[src/rtl/qeciphy_pkg.sv]
// Shared QECIPHY definitions: receive FSM state encoding and the CRC-8/SMBUS
// byte step used by both the receive validator and the transmit generator.
package qeciphy_pkg;

    typedef enum logic [1:0] {
        IDLE  = 2'd0,
        FIRST = 2'd1,
        BODY  = 2'd2
    } rx_state_e;

    localparam logic [7:0] CRC8_POLY = 8'h07;

    // MSB-first, unreflected, one byte per call.
    function automatic logic [7:0] crc8_smbus_step(input logic [7:0] crc, input logic [7:0] data);
        logic [7:0] c;
        c = crc ^ data;
        for (int i = 0; i < 8; i++) begin
            c = c[7] ? ((c << 1) ^ CRC8_POLY) : (c << 1);
        end
        return c;
    endfunction

endpackage

[src/rtl/qeciphy_crc8_smbus.sv]
// Running CRC-8/SMBUS accumulator; clear takes priority over an accepted byte.
module qeciphy_crc8_smbus
    import qeciphy_pkg::*;
(
    input  logic       clk_i,
    input  logic       rst_n_i,
    input  logic [7:0] tdata_i,
    input  logic       tvalid_i,
    input  logic       clear_i,
    output logic [7:0] crc_o
);

    logic [7:0] crc_q, crc_d;

    always_comb begin
        crc_d = crc_q;
        if (clear_i) begin
            crc_d = 8'h00;
        end else if (tvalid_i) begin
            crc_d = crc8_smbus_step(crc_q, tdata_i);
        end
    end

    always_ff @(posedge clk_i or negedge rst_n_i) begin
        if (!rst_n_i) crc_q <= 8'h00;
        else          crc_q <= crc_d;
    end

    assign crc_o = crc_q;

endmodule

[src/rtl/qeciphy_rx_crc8_validator.sv]
// Receive-side CRC-8 check: delays the stream by one byte so the trailing CRC
// byte can be stripped, and reports a per-frame verdict plus a bad-frame count.
module qeciphy_rx_crc8_validator
    import qeciphy_pkg::*;
#(
    parameter int unsigned MAX_LEN = 64,
    parameter int unsigned CNT_W   = 16
) (
    input  logic             clk_i,
    input  logic             rst_n_i,
    input  logic [7:0]       s_tdata_i,
    input  logic             s_tvalid_i,
    input  logic             s_tlast_i,
    output logic [7:0]       m_tdata_o,
    output logic             m_tvalid_o,
    output logic             m_tlast_o,
    output logic             frame_done_o,
    output logic             frame_ok_o,
    output logic [CNT_W-1:0] err_cnt_o,
    input  logic             err_cnt_clr_i
);

    localparam int unsigned LEN_W = $clog2(MAX_LEN + 2);
    localparam logic [LEN_W-1:0] LEN_SAT = LEN_W'(MAX_LEN + 1);
    localparam logic [LEN_W-1:0] LEN_MAX = LEN_W'(MAX_LEN);
    localparam logic [LEN_W-1:0] LEN_MIN = LEN_W'(2);

    rx_state_e        state_q, state_d;
    logic [7:0]       hold_q, hold_d;
    logic [LEN_W-1:0] len_q, len_d, len_inc;
    logic [7:0]       m_tdata_q, m_tdata_d;
    logic             m_tvalid_q, m_tvalid_d;
    logic             m_tlast_q, m_tlast_d;
    logic             done_q, done_d;
    logic             ok_q, ok_d;
    logic [CNT_W-1:0] err_q, err_d;
    logic [7:0]       crc_q, crc_fin;

    qeciphy_crc8_smbus u_crc (
        .clk_i    (clk_i),
        .rst_n_i  (rst_n_i),
        .tdata_i  (s_tdata_i),
        .tvalid_i (s_tvalid_i),
        .clear_i  (s_tvalid_i & s_tlast_i),
        .crc_o    (crc_q)
    );

    // Verdict must land in the same cycle as the last payload byte, so the
    // final CRC step over the CRC byte is evaluated here rather than waited for.
    assign crc_fin = crc8_smbus_step(crc_q, s_tdata_i);
    assign len_inc = (len_q == LEN_SAT) ? len_q : len_q + 1'b1;

    always_comb begin
        state_d    = state_q;
        hold_d     = hold_q;
        len_d      = len_q;
        m_tdata_d  = 8'h00;
        m_tvalid_d = 1'b0;
        m_tlast_d  = 1'b0;
        done_d     = 1'b0;
        ok_d       = 1'b0;
        if (s_tvalid_i) begin
            case (state_q)
                IDLE: begin
                    if (s_tlast_i) begin
                        done_d = 1'b1;
                        len_d  = '0;
                    end else begin
                        hold_d  = s_tdata_i;
                        len_d   = LEN_W'(1);
                        state_d = FIRST;
                    end
                end
                FIRST, BODY: begin
                    m_tvalid_d = 1'b1;
                    m_tdata_d  = hold_q;
                    if (s_tlast_i) begin
                        m_tlast_d = 1'b1;
                        done_d    = 1'b1;
                        ok_d      = (crc_fin == 8'h00) && (len_inc >= LEN_MIN) && (len_inc <= LEN_MAX);
                        len_d     = '0;
                        state_d   = IDLE;
                    end else begin
                        hold_d  = s_tdata_i;
                        len_d   = len_inc;
                        state_d = BODY;
                    end
                end
                default: state_d = IDLE;
            endcase
        end
    end

    // Counts from the registered verdict so a clear in the done cycle wins.
    always_comb begin
        err_d = err_q;
        if (err_cnt_clr_i) begin
            err_d = '0;
        end else if (done_q && !ok_q && (err_q != {CNT_W{1'b1}})) begin
            err_d = err_q + 1'b1;
        end
    end

    always_ff @(posedge clk_i or negedge rst_n_i) begin
        if (!rst_n_i) begin
            state_q    <= IDLE;
            hold_q     <= 8'h00;
            len_q      <= '0;
            m_tdata_q  <= 8'h00;
            m_tvalid_q <= 1'b0;
            m_tlast_q  <= 1'b0;
            done_q     <= 1'b0;
            ok_q       <= 1'b0;
            err_q      <= '0;
        end else begin
            state_q    <= state_d;
            hold_q     <= hold_d;
            len_q      <= len_d;
            m_tdata_q  <= m_tdata_d;
            m_tvalid_q <= m_tvalid_d;
            m_tlast_q  <= m_tlast_d;
            done_q     <= done_d;
            ok_q       <= ok_d;
            err_q      <= err_d;
        end
    end

    assign m_tdata_o    = m_tdata_q;
    assign m_tvalid_o   = m_tvalid_q;
    assign m_tlast_o    = m_tlast_q;
    assign frame_done_o = done_q;
    assign frame_ok_o   = ok_q;
    assign err_cnt_o    = err_q;

endmodule

[config.mk]
export PLATFORM = sky130hd
export DESIGN_NAME = qeciphy_rx_crc8_validator
export DESIGN_NICKNAME = d
export VERILOG_FILES = /design/src/rtl/qeciphy_pkg.sv /design/src/rtl/qeciphy_crc8_smbus.sv /design/src/rtl/qeciphy_rx_crc8_validator.sv
export SDC_FILE = /design/constraint.sdc
export NUM_CORES = 1
export LEC_CHECK = 0
export BUFFER_PORTS_ARGS = -buffer_cell sky130_fd_sc_hd__buf_4
export CAP_MARGIN = 20
export CORE_MARGIN = 1.5
export CORE_UTILIZATION = 50
export DETAILED_ROUTE_END_ITERATION = 10
export GPL_ROUTABILITY_DRIVEN = 0
export PLACE_DENSITY = 0.78
export SLEW_MARGIN = 20
export SYNTH_ARGS = -nofsm -noshare
export SYNTH_HDL_FRONTEND = slang
export SYNTH_SLANG_ARGS = --single-unit
[constraint.sdc]
create_clock -name clk_i -period 2 [get_ports clk_i]
set_input_delay 0.1 -clock clk_i [delete_from_list [all_inputs] [get_ports clk_i]]
set_output_delay 0.1 -clock clk_i [all_outputs]
set_load 0.05 [all_outputs]
==> reports/qor.yml <==
status: "finished with violations"
violations: "negative setup slack"
cts_buffers: 5
worst_pin_slew_ns: 0.667
die_y_um: 78.0
syn_area_per_cell_um2: 10.5
grt_setup_unrepaired: "yes"
p_int_mw: 2.35
clock-root-buffer: "clkbuf_8"
routed_wl_mm: 5.55
antenna_left: 0
cts_sinks: 53
clkTransAtPathRegs_ns: 0.09
min_period_ns: 2.11
pwr-share-clk_pct: 15.2
synth-edff-count: 0
grt_start_max_net_pins: 54
fin_cells: 393
leakage_nw: 1.58
synth_cell_type_count: 51
synth_top_flop_cell: "dfrtp_1"
pwr-share-comb_pct: 47.7
track_usage_pct: 20.0
wl_per_cell_um: 14.1
yosysTopAreaCell: "dfrtp_1"
place_area_um2: 3280
synth-compound-area-share_pct: 10.8
io_pins: 41
cp_num_buf_inv: 1
finalSetupViolations: 1
slew_violations: 0
slowest_delay_ns: 0.43
p_switching_mw: 1.52
synthArstFlopShare_pct: 100
fmax_ghz: 0.474
synth_adder_area_share_pct: 3.12
grt_overflow: 0
synth_xor_area_share_pct: 12.6
grt_first_pass_wirelength_mm: 9.53
yosys.area_share.simple_pct: 17.5
die_width_um: 78.0
antennaDiodeCount: 0
finalSetupTns_ns: -0.110
seqPwrFrac_pct: 37.1
ys_top_cells_by_area: "dfrtp_1 47%, xnor2_1 6.9%, xor2_1 5.0%, mux2_1 3.2%, ha_1 3.1%"
num_vias: 2110
clock_latency_ns: 0.31
clk_path_buf_depth: 2
peakVddDrop_mv: 0.757
synth_mux_area_share_pct: 5.03
whs_ns: 0.0273
drive_above_1_share_pct: 23.7
critical_path_class: "reg -> reg"
crit_path_start_kind: "register"
hold_viol: 0
antenna_found_initial: 0
numPortBuffers: 40
die_area_um2: 6080
synth-seq-cells: 53
synth_top_family_by_area: "simple AND/OR/NAND/NOR gates"
place_inst: 384
start_util_pct: 51.4
viasPerCell: 5.37
synthCells: 268
synth_nets: 288
finish.utilization_pct: 61.8
fin_worst_skew_ns: 0.00542
num_rows: 27
worst_slack_ns: -0.110
ys_warn_count: 0
grt_pass1_vias: 2086
final_cell_area_um2: 3380
detailedPlacementHpwl_mm: 4.03
htreeDepth: 2
worstPathRequired_ns: 2.21
sw_frac_of_total_pct: 39.3
endpoint_kind: "register"
initialDrtViolationCount: 62
first_pass_iters: 4
yosysSeqAreaShare_pct: 47.2
drv_cap: 0
path_max_fanout: 4
core_um2: 5470
nets: 340
slowest_stage: "or4_4"
slew_headroom_pct: 55.5
cp.arrival_ns: 2.32
hold_path.class: "in -> reg"
power_density_nw_per_um2: 1140
synth_top_area_share_pct: 47.2
fin_crit_sh_pct: 105
path_cells: "inv_1 > ha_1 > and4bb_2 > a22oi_2 > a311o_1 > or4_4 > a2111oi_4"
syn_to_final_growth_pct: 20.2
drc: 0
cts_tree: "yes"
syn_area_um2: 2810
path_delay_family: "simple AND/OR/NAND/NOR gates"
==> flip-flops by register name, summed over array words and instances (netlist names) <==
register,cells
frame_done_o,1
hold_q,8
m_tdata_o,8
m_tlast_o,1
state_q,2
len_q,7
frame_ok_o,1
m_tvalid_o,1
u_crc.crc_o,8
err_cnt_o,16
==> power by group through the flow <==
| stage | Clock, mW | Sequential [mW] | Combinational [mW] |
|---|---|---|---|
| after global placement | 0 | 1.44 | 1.77 |
| after detailed placement | 0 | 1.45 | 1.83 |
| after global routing | 0.642 | 1.46 | 2.01 |
| after CTS | 0.606 | 1.43 | 1.85 |
| after floorplan | 0 | 1.69 | 1.08 |
| final | 0.587 | 1.43 | 1.84 |
==> metrics by stage <==
step / power, mW / setup slack (ns)
after floorplan: 2.77 / -0.0221
after global placement: 3.21 / -0.0116
after detailed placement: 3.29 / -0.0799
after CTS: 3.89 / -0.106
after global routing: 4.12 / -0.200
final: 3.86 / -0.110
==> layout make-up <==
cell class / count / area [um^2]
tap: 72 / 90.1
inverter: 12 / 45.0
sequential: 53 / 1330
clock buffer: 6 / 72.6
fill: 453 / 2090
multi-input combinational: 191 / 1400
clock inverter: 2 / 10.0
timing repair buffer: 57 / 430
==> cells in the mapped netlist (4+ instances only) <==
library cell / instances
o21ai_1: 6
nor2_1: 22
dfrtp_1: 53
inv_1: 12
and3_1: 13
nand4_1: 6
nand2_1: 17
xnor2_1: 22
nand3_1: 5
mux2i_1: 4
mux2_1: 8
o21ai_0: 5
nor2b_1: 4
o22ai_1: 7
xor2_1: 16
clkbuf_1: 9
ha_1: 7
==> layout by cell type, fill, tap and decap left out, drive strengths merged, types with 3 or more instances in the layout <==
master / n
mux2: 9
dfrtp: 53
xor2: 16
xnor2: 22
o21ai: 11
mux2i: 4
o31ai: 3
and2: 3
nand4: 6
inv: 12
nor2: 23
nand2: 17
and3: 16
o22ai: 7
o211ai: 3
nand3: 5
a31oi: 3
buf: 56
a211oi: 3
nor2b: 4
clkbuf: 6
ha: 7
==> metal layers <==
layer  share of wire [%]  up-vias  global-route usage [%]
met2                  48       46                    33.7
met5                   0        -                       0
li1                    -     1039                       -
met3                 4.0        7                    4.00
met4                 1.8        0                    6.79
met1                  47     1018                    25.6
==> cell families after synthesis <==
kind of cell | after synthesis
AOI/OAI and AO/OA | 44
buffers and inverters | 24
xor gates and xnor gates | 39
adders and majority gates | 7
and+or+nand+nor | 88
muxes | 13
DFF | 53
==> path summary, 6_finish.rpt <==
kind,depth (start not counted),from,slack (ns),end
setup / recovery,7,len_q[1]$_DFFE_PN0P_,-0.11,frame_ok_o$_DFF_PN0_
min in group asynchronous,2,rst_n_i,0.35,err_cnt_o[11]$_DFFE_PN0P_
max in group asynchronous,2,rst_n_i,1.17,err_cnt_o[0]$_DFFE_PN0P_
setup reg to reg,7,len_q[1]$_DFFE_PN0P_,-0.11,frame_ok_o$_DFF_PN0_
hold reg to reg,1,hold_q[5]$_DFFE_PN0P_,0.49,hold_q[5]$_DFFE_PN0P_
hold / removal,2,s_tdata_i[5],0.03,hold_q[5]$_DFFE_PN0P_
==> repair_timing <==
item,in CTS,in global routing
resized for setup,1,0
endpoints found under the hold margin,53,0
hold buffers,1,0
setup endpoints to repair,1,1
buffers inserted,0,0
Power figures use the tool's default switching activity.
